===== config.mk =====
export PLATFORM = sky130hd
export DESIGN_NAME = axis_lite_s
export DESIGN_NICKNAME = d
export VERILOG_FILES = /design/src/rtl/axil_pkg.sv /design/src/rtl/axil_regbank.sv /design/src/rtl/axis_lite_s.sv
export SDC_FILE = /design/constraint.sdc
export NUM_CORES = 1
export LEC_CHECK = 0
export ABC_AREA = 1
export ABC_CLOCK_PERIOD_IN_PS = 3490
export BUFFER_PORTS_ARGS = -buffer_cell sky130_fd_sc_hd__buf_2
export CELL_PAD_IN_SITES_DETAIL_PLACEMENT = 1
export CELL_PAD_IN_SITES_GLOBAL_PLACEMENT = 1
export CORE_ASPECT_RATIO = 1.5
export CORE_MARGIN = 2
export CORE_UTILIZATION = 40
export CTS_CLUSTER_SIZE = 20
export DETAILED_ROUTE_END_ITERATION = 10
export MAX_ROUTING_LAYER = met4
export PLACE_DENSITY_LB_ADDON = 0.1
export SLEW_MARGIN = 15
export SYNTH_ARGS = -nofsm -noshare
export SYNTH_HDL_FRONTEND = slang
export SYNTH_SLANG_ARGS = --single-unit

===== constraint.sdc =====
create_clock -name aclk -period 3.49 [get_ports aclk]
set_clock_uncertainty 0.2 [all_clocks]
set_input_delay 0.1745 -clock aclk [delete_from_list [all_inputs] [get_ports aclk]]
set_output_delay 0.1745 -clock aclk [all_outputs]
set_load 0.02 [all_outputs]

===== src/rtl/axil_pkg.sv =====
// Shared AXI4-Lite definitions: response codes, bus widths, handshake FSM states
// and the byte-strobe merge used by the register bank.
package axil_pkg;

    localparam int AXIL_DATA_W = 32;
    localparam int AXIL_STRB_W = 4;

    localparam logic [1:0] RESP_OKAY   = 2'b00;
    localparam logic [1:0] RESP_SLVERR = 2'b10;

    typedef enum logic [1:0] {
        W_IDLE,
        W_HAVE_AW,
        W_HAVE_W,
        W_RESP
    } wr_state_t;

    typedef enum logic {
        R_IDLE,
        R_RESP
    } rd_state_t;

    function automatic logic [AXIL_DATA_W-1:0] apply_strb(
        input logic [AXIL_DATA_W-1:0] old_val,
        input logic [AXIL_DATA_W-1:0] new_val,
        input logic [AXIL_STRB_W-1:0] strb
    );
        logic [AXIL_DATA_W-1:0] res;
        res = old_val;
        for (int k = 0; k < AXIL_STRB_W; k++) begin
            if (strb[k]) res[8*k +: 8] = new_val[8*k +: 8];
        end
        return res;
    endfunction

endpackage


===== src/rtl/axil_regbank.sv =====
// Register storage for the AXI4-Lite slave: byte-strobe writes, combinational
// read mux by index, and a flat export of every register.
module axil_regbank
    import axil_pkg::*;
#(
    parameter int NUM_REGS = 16,
    parameter int IDX_W    = 4
) (
    input  logic                          i_clk,
    input  logic                          i_rst_n,
    input  logic                          i_we,
    input  logic [IDX_W-1:0]              i_widx,
    input  logic [AXIL_DATA_W-1:0]        i_wdata,
    input  logic [AXIL_STRB_W-1:0]        i_wstrb,
    input  logic [IDX_W-1:0]              i_ridx,
    output logic [AXIL_DATA_W-1:0]        o_rdata,
    output logic [NUM_REGS*AXIL_DATA_W-1:0] o_regs
);

    logic [AXIL_DATA_W-1:0] r_regs [NUM_REGS];

    always_ff @(posedge i_clk or negedge i_rst_n) begin
        if (!i_rst_n) begin
            for (int i = 0; i < NUM_REGS; i++) r_regs[i] <= '0;
        end else if (i_we) begin
            for (int i = 0; i < NUM_REGS; i++) begin
                if (i_widx == IDX_W'(i)) r_regs[i] <= apply_strb(r_regs[i], i_wdata, i_wstrb);
            end
        end
    end

    // Loop mux rather than array indexing so a non-power-of-two bank never reads out of bounds.
    always_comb begin
        o_rdata = '0;
        for (int i = 0; i < NUM_REGS; i++) begin
            if (i_ridx == IDX_W'(i)) o_rdata = r_regs[i];
        end
    end

    for (genvar g = 0; g < NUM_REGS; g++) begin : g_flat
        assign o_regs[AXIL_DATA_W*g +: AXIL_DATA_W] = r_regs[g];
    end

endmodule


===== src/rtl/axis_lite_s.sv =====
// AXI4-Lite slave: independent write/read handshake FSMs and address decode in
// front of an axil_regbank; register contents are exported on reg_out.
module axis_lite_s
    import axil_pkg::*;
#(
    parameter int          ADDR_W    = 32,
    parameter int          NUM_REGS  = 16,
    parameter logic [31:0] BASE_ADDR = 32'h0000_0000
) (
    input  logic                    aclk,
    input  logic                    aresetn,
    input  logic [ADDR_W-1:0]       s_axi_awaddr,
    input  logic [2:0]              s_axi_awprot,
    input  logic                    s_axi_awvalid,
    output logic                    s_axi_awready,
    input  logic [AXIL_DATA_W-1:0]  s_axi_wdata,
    input  logic [AXIL_STRB_W-1:0]  s_axi_wstrb,
    input  logic                    s_axi_wvalid,
    output logic                    s_axi_wready,
    output logic [1:0]              s_axi_bresp,
    output logic                    s_axi_bvalid,
    input  logic                    s_axi_bready,
    input  logic [ADDR_W-1:0]       s_axi_araddr,
    input  logic [2:0]              s_axi_arprot,
    input  logic                    s_axi_arvalid,
    output logic                    s_axi_arready,
    output logic [AXIL_DATA_W-1:0]  s_axi_rdata,
    output logic [1:0]              s_axi_rresp,
    output logic                    s_axi_rvalid,
    input  logic                    s_axi_rready,
    output logic [NUM_REGS*AXIL_DATA_W-1:0] reg_out
);

    localparam int                IDX_W = (NUM_REGS > 1) ? $clog2(NUM_REGS) : 1;
    localparam logic [ADDR_W-1:0] BASE  = ADDR_W'(BASE_ADDR);

    function automatic logic in_range(input logic [ADDR_W-1:0] addr);
        return (addr >= BASE) && (((addr - BASE) >> 2) < ADDR_W'(NUM_REGS));
    endfunction

    function automatic logic [IDX_W-1:0] to_index(input logic [ADDR_W-1:0] addr);
        return IDX_W'((addr - BASE) >> 2);
    endfunction

    wr_state_t              r_wstate;
    rd_state_t              r_rstate;
    logic                   r_awready;
    logic                   r_wready;
    logic                   r_bvalid;
    logic [1:0]             r_bresp;
    logic [ADDR_W-1:0]      r_awaddr;
    logic [AXIL_DATA_W-1:0] r_wdata;
    logic [AXIL_STRB_W-1:0] r_wstrb;
    logic                   r_arready;
    logic                   r_rvalid;
    logic [1:0]             r_rresp;
    logic [AXIL_DATA_W-1:0] r_rdata;

    logic                   w_aw_hs;
    logic                   w_w_hs;
    logic                   w_ar_hs;
    logic                   w_commit;
    logic [ADDR_W-1:0]      w_waddr;
    logic [AXIL_DATA_W-1:0] w_wdata_sel;
    logic [AXIL_STRB_W-1:0] w_wstrb_sel;
    logic                   w_wr_ok;
    logic                   w_rd_ok;
    logic [AXIL_DATA_W-1:0] w_rd_data;
    logic                   w_unused;

    assign w_unused = ^{s_axi_awprot, s_axi_arprot};

    assign w_aw_hs = s_axi_awvalid & r_awready;
    assign w_w_hs  = s_axi_wvalid  & r_wready;
    assign w_ar_hs = s_axi_arvalid & r_arready;

    // The commit uses whichever half arrived earlier from its capture register.
    assign w_commit    = ((r_wstate == W_IDLE)    && w_aw_hs && w_w_hs) ||
                         ((r_wstate == W_HAVE_AW) && w_w_hs) ||
                         ((r_wstate == W_HAVE_W)  && w_aw_hs);
    assign w_waddr     = (r_wstate == W_HAVE_AW) ? r_awaddr : s_axi_awaddr;
    assign w_wdata_sel = (r_wstate == W_HAVE_W)  ? r_wdata  : s_axi_wdata;
    assign w_wstrb_sel = (r_wstate == W_HAVE_W)  ? r_wstrb  : s_axi_wstrb;
    assign w_wr_ok     = in_range(w_waddr);
    assign w_rd_ok     = in_range(s_axi_araddr);

    axil_regbank #(
        .NUM_REGS (NUM_REGS),
        .IDX_W    (IDX_W)
    ) u_regbank (
        .i_clk   (aclk),
        .i_rst_n (aresetn),
        .i_we    (w_commit & w_wr_ok),
        .i_widx  (to_index(w_waddr)),
        .i_wdata (w_wdata_sel),
        .i_wstrb (w_wstrb_sel),
        .i_ridx  (to_index(s_axi_araddr)),
        .o_rdata (w_rd_data),
        .o_regs  (reg_out)
    );

    always_ff @(posedge aclk or negedge aresetn) begin
        if (!aresetn) begin
            r_wstate  <= W_IDLE;
            r_awready <= 1'b0;
            r_wready  <= 1'b0;
            r_bvalid  <= 1'b0;
            r_bresp   <= RESP_OKAY;
            r_awaddr  <= '0;
            r_wdata   <= '0;
            r_wstrb   <= '0;
        end else begin
            case (r_wstate)
                W_IDLE: begin
                    if (w_aw_hs && w_w_hs) begin
                        r_awready <= 1'b0;
                        r_wready  <= 1'b0;
                        r_bvalid  <= 1'b1;
                        r_bresp   <= w_wr_ok ? RESP_OKAY : RESP_SLVERR;
                        r_wstate  <= W_RESP;
                    end else if (w_aw_hs) begin
                        r_awaddr  <= s_axi_awaddr;
                        r_awready <= 1'b0;
                        r_wstate  <= W_HAVE_AW;
                    end else if (w_w_hs) begin
                        r_wdata   <= s_axi_wdata;
                        r_wstrb   <= s_axi_wstrb;
                        r_wready  <= 1'b0;
                        r_wstate  <= W_HAVE_W;
                    end else begin
                        // Also raises the readies on the first edge after reset.
                        r_awready <= 1'b1;
                        r_wready  <= 1'b1;
                    end
                end
                W_HAVE_AW: begin
                    if (w_w_hs) begin
                        r_wready <= 1'b0;
                        r_bvalid <= 1'b1;
                        r_bresp  <= w_wr_ok ? RESP_OKAY : RESP_SLVERR;
                        r_wstate <= W_RESP;
                    end
                end
                W_HAVE_W: begin
                    if (w_aw_hs) begin
                        r_awready <= 1'b0;
                        r_bvalid  <= 1'b1;
                        r_bresp   <= w_wr_ok ? RESP_OKAY : RESP_SLVERR;
                        r_wstate  <= W_RESP;
                    end
                end
                W_RESP: begin
                    if (s_axi_bready) begin
                        r_bvalid  <= 1'b0;
                        r_awready <= 1'b1;
                        r_wready  <= 1'b1;
                        r_wstate  <= W_IDLE;
                    end
                end
                default: r_wstate <= W_IDLE;
            endcase
        end
    end

    always_ff @(posedge aclk or negedge aresetn) begin
        if (!aresetn) begin
            r_rstate  <= R_IDLE;
            r_arready <= 1'b0;
            r_rvalid  <= 1'b0;
            r_rresp   <= RESP_OKAY;
            r_rdata   <= '0;
        end else begin
            case (r_rstate)
                R_IDLE: begin
                    if (w_ar_hs) begin
                        r_rdata   <= w_rd_ok ? w_rd_data : '0;
                        r_rresp   <= w_rd_ok ? RESP_OKAY : RESP_SLVERR;
                        r_rvalid  <= 1'b1;
                        r_arready <= 1'b0;
                        r_rstate  <= R_RESP;
                    end else begin
                        r_arready <= 1'b1;
                    end
                end
                R_RESP: begin
                    if (s_axi_rready) begin
                        r_rvalid  <= 1'b0;
                        r_arready <= 1'b1;
                        r_rstate  <= R_IDLE;
                    end
                end
                default: r_rstate <= R_IDLE;
            endcase
        end
    end

    assign s_axi_awready = r_awready;
    assign s_axi_wready  = r_wready;
    assign s_axi_bvalid  = r_bvalid;
    assign s_axi_bresp   = r_bresp;
    assign s_axi_arready = r_arready;
    assign s_axi_rvalid  = r_rvalid;
    assign s_axi_rresp   = r_rresp;
    assign s_axi_rdata   = r_rdata;

endmodule


==> impl_metrics.json, run 1 <==
{
  "status": "finished clean",
  "synth_top_area_share_pct": 54.9,
  "max_cap_viol_count": 0,
  "syn_area_per_cell_um2": 8.50,
  "post-route-min-period_ns": 3.23,
  "synth_top_area_cell": "dfrtp_1",
  "htree_levels": 3,
  "final_cell_count_no_fill": 4993,
  "endpoint": "u_regbank.o_regs[59]",
  "core_um2": 70100,
  "route.detailed.drc": 0,
  "whs_ns": 0.105,
  "final_nets": 4157,
  "hold_path.class": "input port to flop",
  "clk_latency_ns": 0.64,
  "postSynth.asyncResetShare_pct": 100,
  "synth_common_cells": "1199 x nand2_1, 620 x dfrtp_1, 292 x o21ai_1, 285 x o21ai_0, 149 x nor2_1",
  "dieHeight_um": 330,
  "synth_edf_count": 0,
  "routedWlPerCell_um": 24.4,
  "vias": 26500,
  "rr_startpoint": "r_wstate[0]",
  "dieArea_um2": 72900,
  "path_cells": "inv_1 -> ha_1 -> buf_4 -> inv_2 -> o21ai_0 -> nand2_4 -> nor2_4 -> nand2_1 -> nand2_1 -> o21ai_0",
  "cpPeakStageDelay_ns": 0.47,
  "grt_max_degree": 102,
  "num_io_pins": 666,
  "grt_pass1_wl_mm": 180,
  "worst_pin_slew_ns": 1.05,
  "cp_data_arrival_time_ns": 3.51,
  "drtPass1Iterations": 5,
  "timing.final.crit_share_pct": 92.6,
  "r2r_end": "u_regbank.o_regs[59]",
  "clkSlewWorstSetupHoldPaths_ns": 0.07,
  "endpoint_kind": "flop",
  "drive_gt1_share_pct": 26.2,
  "viasPerCell": 5.31,
  "antenna_found_initial": 3,
  "setup.worst_path.start_class": "flop",
  "ys_ff_latch": 620,
  "finalWirelength_mm": 122,
  "crit_start": "r_wstate[0]",
  "fillers": 8509,
  "routabilityCongestion": 0.942,
  "r2r_setup_slack_ns": 0.26,
  "port_buffers": 653,
  "synth_area_leaders": "dfrtp_1 55%, nand2_1 16%, o21ai_1 5.2%",
  "p_per_area_nw_per_um2": 448,
  "overflow": 0,
  "numCtsBuffers": 67,
  "placed_cells": 4796,
  "cts_setup_buffers": 0,
  "clock.fmax_ghz": 0.309,
  "cts-root-buf": "clkbuf_16",
  "ff2ff_path_depth": 10,
  "finalSetupViolCount": 0,
  "syn_inst": 3327,
  "synth_most_common_cell": "nand2_1",
  "dpl.hpwl_mm": 91.3,
  "dieWidth_um": 221,
  "worstPathRequired_ns": 3.76,
  "ys_warn_count": 0,
  "grt_pass1_vias": 27700,
  "syn_to_final_growth_pct": 25.9,
  "vdd_drop_max_v": 0.000385,
  "drtAntennaViolNets": 0,
  "layout_setup_ws_ns": 0.258,
  "cts_tree": "built",
  "drt_iter0_drc": 1834,
  "dpl_worst_slack_ns": 0.255,
  "crit_type": "flop to flop",
  "clkSinkCount": 620,
  "ys_seq_area_share_pct": 54.9,
  "grt.total_usage_pct": 34.1,
  "hold_viol": 0,
  "cp_slowest_cell": "dfrtp_1",
  "p_leak_nw": 19.3,
  "crit_fanout": 26,
  "placementRows": 119,
  "max-clock-path-buffers": 3,
  "rsz0062_at_grt": "yes",
  "relSlewSlack_pct": 29.7,
  "synth_area_um2": 28300,
  "yosys.cell_types.count": 37,
  "finalMaxSlewViolations": 0,
  "start_util_pct": 40.3,
  "synth_ff_type": "dfrtp_1"
}
[how the worst min path moves through the flow]
stage,startpoint,endpoint,depth (start not counted)
floorplan,aresetn,r_awaddr[10],0
global placement,aresetn,u_regbank.o_regs[12],1
detailed placement,aresetn,u_regbank.o_regs[12],1
CTS,s_axi_rready,s_axi_rvalid,3
global route,s_axi_rready,s_axi_rvalid,3
finish,s_axi_rready,s_axi_rvalid,3
[metal layers]
layer / vias to the layer above / global-route usage [%] / wire [um]
li1: 12200 / - / -
met1: 13300 / 36.3 / 44700
met2: 771 / 59.3 / 63000
met3: 245 / 7.96 / 7300
met4: 0 / 17.5 / 7010
met5: - / - / 0
[cells in the final DEF, fill, tap and decap left out, types with 14 or more instances in the layout]
cell | synthesis | routed
nand2_4 | 41 | 41
nor2_1 | 149 | 137
buf_2 | 33 | 652
nand2_1 | 1199 | 1198
nand4_1 | 74 | 74
o21ai_2 | 30 | 30
dfrtp_1 | 620 | 620
buf_4 | 2 | 81
clkbuf_16 | 0 | 71
clkinv_2 | 0 | 15
inv_1 | 148 | 147
o21ai_1 | 292 | 319
o21ai_0 | 285 | 258
or2_2 | 88 | 88
mux2_2 | 22 | 22
nor3_1 | 15 | 15
a21oi_1 | 61 | 61
nor2_2 | 6 | 14
nand3_1 | 63 | 63
dlygate4sd3_1 | 0 | 78
nor2_4 | 10 | 14
[per-stage QoR]
| stage | setup TNS [ns] | total power, mW | util [%] | instance area (um^2) |
|---|---|---|---|---|
| after floorplan | 0 | 7.68 | - | 28300 |
| after global placement | 0 | 8.21 | 46.3 | 32500 |
| after detailed placement | 0 | 8.22 | 46.3 | 32500 |
| after CTS | 0 | 16.1 | 50.8 | 35600 |
| after global routing | -0.0486 | 16.4 | 50.8 | 35600 |
| final | 0 | 15.9 | 50.8 | 35600 |
[cells by family after synthesis]
family / Yosys count / share of synthesized area, %
multiplexers: 26 / 1.02
AO/OA/AOI/OAI: 674 / 12.4
flip-flops: 620 / 54.9
AND/OR/NAND/NOR: 1662 / 25.4
other: 1 / 0.0133
buffers and inverters: 336 / 5.95
adder cells (fa/ha/maj): 8 / 0.354
[flip-flops by register name, summed over array words and instances, names as in the netlist]
name,count
r_awaddr,30
r_rstate,1
r_wdata,32
r_wstate,2
r_wstrb,4
s_axi_arready,1
s_axi_awready,1
s_axi_bresp,1
s_axi_bvalid,1
s_axi_rdata,32
s_axi_rresp,1
s_axi_rvalid,1
s_axi_wready,1
u_regbank.o_regs,512
[what timing repair did]
item                                    CTS  global route
endpoints found under the setup margin    0            11
gates resized for setup                   0             1
hold endpoints to repair                662             0
hold buffers                             78             0
[area by class of cell]
class / count / area [um^2] / area share (%)
well taps: 907 / 1130 / 3.19
repair buffers: 823 / 4890 / 13.7
diodes: 3 / 7.51 / 0.0211
clock inverters: 30 / 438 / 1.23
clock buffers: 86 / 1900 / 5.34
multi-input cells: 2372 / 11200 / 31.3
inverters: 152 / 571 / 1.60
flip-flops and latches: 620 / 15500 / 43.6
[report_power, final]
part / leakage (nW) / internal [mW] / switching, mW
clock: 1.16 / 4.66 / 3.13
combinational: 9.51 / 0.262 / 0.664
sequential: 8.63 / 7.20 / 0.00868
[worst max-delay path: cells and delay by family (launching register included)]
kind                       cells  cell delay (ns)
DFF                            1             0.47
buffers and inverters          3             0.62
AOI/OAI and AO/OA              2             0.47
adders and majority gates      1             0.19
and+or+nand+nor                4             1.10
(Power assumes the default switching activity.)
==> run 2, diff against run 1 <==
Settings changed: ABC_CLOCK_PERIOD_IN_PS 3490 to 4000, CORE_ASPECT_RATIO 1.5 to default, CORE_UTILIZATION 40 to 43.
Clock period 3.49 ns to 4 ns, I/O delays scaled along.
==> run 2 against run 1 <==
Compared with the run above: first-iteration DRC count decreased by 8.9%; wire length decreased by 3.7%; final cell count decreased by 1.1%; sequential power decreased by 13%; critical path depth decreased by 1; worst setup slack improved by 0.014 ns; critical path type unchanged; critical endpoint is now u_regbank.o_regs[419].
==> impl_metrics.json, run 2 (same netlist as run 1, synthesis figures left out) <==
{
  "p_switching_mw": 3.32,
  "hold_path.class": "input port to asynchronous set/reset pin",
  "antenna_found_initial": 4,
  "final_area_um2": 35300,
  "worstPathRequired_ns": 4.31,
  "p_clk_share_pct": 48.6,
  "num_io_pins": 666,
  "dieWidth_um": 260,
  "cts_setup_buffers": 0,
  "drtPass1Iterations": 5,
  "drive_gt1_share_pct": 25.9,
  "cts_tree": "built",
  "final_cell_mix": "1198 x nand2_1, 652 x buf_2, 620 x dfrtp_1",
  "p_per_area_nw_per_um2": 390,
  "grt_max_degree": 100,
  "routabilityCongestion": 0.904,
  "grt_pass1_wl_mm": 173,
  "route.detailed.drc": 0,
  "rr_startpoint": "r_wstate[1]",
  "clkSlewWorstSetupHoldPaths_ns": 0.06,
  "routedWlPerCell_um": 23.8,
  "hold_viol": 0,
  "port_buffers": 653,
  "dpl.hpwl_mm": 85.2,
  "fillers": 8034,
  "timing.final.crit_share_pct": 93.2,
  "htree_levels": 3,
  "vias": 26800,
  "overflow": 0,
  "drtAntennaViolNets": 0,
  "finalWirelength_mm": 117,
  "cts-root-buf": "clkbuf_16",
  "start_util_pct": 43.2,
  "finalSetupViolCount": 0,
  "post-route-min-period_ns": 3.73,
  "setup.worst_path.start_class": "flop",
  "relSlewSlack_pct": 22.3,
  "crit_type": "flop to flop",
  "placed_area_um2": 32200,
  "viasPerCell": 5.44,
  "placementRows": 94,
  "worst_pin_slew_ns": 1.17,
  "crit_fanout": 16,
  "dieArea_um2": 67800,
  "mostFrequentLayoutCell": "nand2_1",
  "switching_share_pct": 24.2,
  "drt_iter0_drc": 1671,
  "largest_reg_flops": 512,
  "grt.total_usage_pct": 35.1,
  "endpoint_kind": "flop",
  "clock.fmax_ghz": 0.268,
  "clk_latency_ns": 0.62,
  "vdd_drop_max_v": 0.000357,
  "crit_start": "r_wstate[1]",
  "cp_data_arrival_time_ns": 4.04,
  "seq_power_share_pct": 45.7,
  "p_leak_nw": 19.2,
  "r2r_setup_slack_ns": 0.27,
  "max-clock-path-buffers": 3,
  "status": "finished clean",
  "finalMaxSlewViolations": 0,
  "dieHeight_um": 260,
  "clkSinkCount": 620,
  "core_um2": 65400,
  "final_nets": 4135,
  "numCtsBuffers": 71,
  "syn_to_final_growth_pct": 24.9,
  "fin_tns_setup_ns": 0,
  "cell_internal_pwr_mw": 10.4,
  "pwr-share-comb_pct": 5.7,
  "max_cap_viol_count": 0,
  "rsz0062_at_grt": "no",
  "grt_pass1_vias": 27300
}
==> run 2: cell types whose count changed in the layout (fill, tap and decap cells not counted), moves of 6 or more <==
cell and change:
clkbuf_1 +9, dlygate4sd3_1 -6, clkbuf_8 +13, clkinv_2 -7, buf_4 -17, bufinv_16 -9
==> run 2: worst max-delay path: stages (launching register included) <==
cell and delay, ns:
dfrtp_1 0.48, inv_1 0.19, ha_1 0.41, inv_2 0.19
or2_0 0.24, o21ai_0 0.15, nand2_1 0.34, nor2_1 0.57
nand2_1 0.51, o21ai_0 0.33
==> run 2: final cells by class <==
cell class                      count  area [um^2]  area share, %
Clock inverter                     15          143          0.404
Timing Repair Buffer              797         4640           13.1
Antenna cell                        4         10.0         0.0283
Sequential cell                   620        15500           43.9
Tap cell                          864         1080           3.06
Multi-Input combinational cell   2372        11200           31.6
Clock buffer                      112         2220           6.27
Inverter                          152          571           1.61
==> run 2: metrics by stage <==
step                hold WS [ns]  utilization, %  power [mW]  cells  setup slack [ns]
finish                   0.00569            54.0        13.8   4936             0.273
CTS                       0.0575            54.0        13.8   4932             0.307
global route              0.0861            54.0        14.2   4936            0.0578
detailed placement         0.115            49.3        7.14   4733             0.328
global placement          0.0995            49.3        7.13   4733             0.501
floorplan                 -0.296               -        6.70   3328              1.44
==> run 2: per-layer routing <==
metal,share of wire (%),track usage (%),up-vias
li1,-,-,12200
met1,38,40.0,13500
met2,50,58.9,881
met3,7.1,7.93,285
met4,5.2,16.1,0
met5,0,-,-
==> run 2: power groups by stage <==
stage / clock network, mW / logic [mW] / registers [mW]
2_1_floorplan: 0 / 0.278 / 6.42
3_3_place_gp: 0 / 0.726 / 6.41
3_5_place_dp: 0 / 0.733 / 6.41
4_1_cts: 6.76 / 0.793 / 6.30
5_1_grt: 7.01 / 0.857 / 6.29
6_report: 6.68 / 0.785 / 6.29
==> run 2: path summary, 6_finish.rpt <==
check | to | cells after the start
max in group asynchronous | u_regbank.o_regs[27] | 3
hold reg to reg | s_axi_rvalid | 1
setup / recovery | u_regbank.o_regs[419] | 9
hold / removal | u_regbank.o_regs[166] | 2
setup reg to reg | u_regbank.o_regs[419] | 9
min in group aclk | s_axi_rvalid | 3
==> run 2: what timing repair did <==
item	CTS	global route
endpoints found under the hold margin	278	0
resized for setup	0	0
hold buffers	72	0
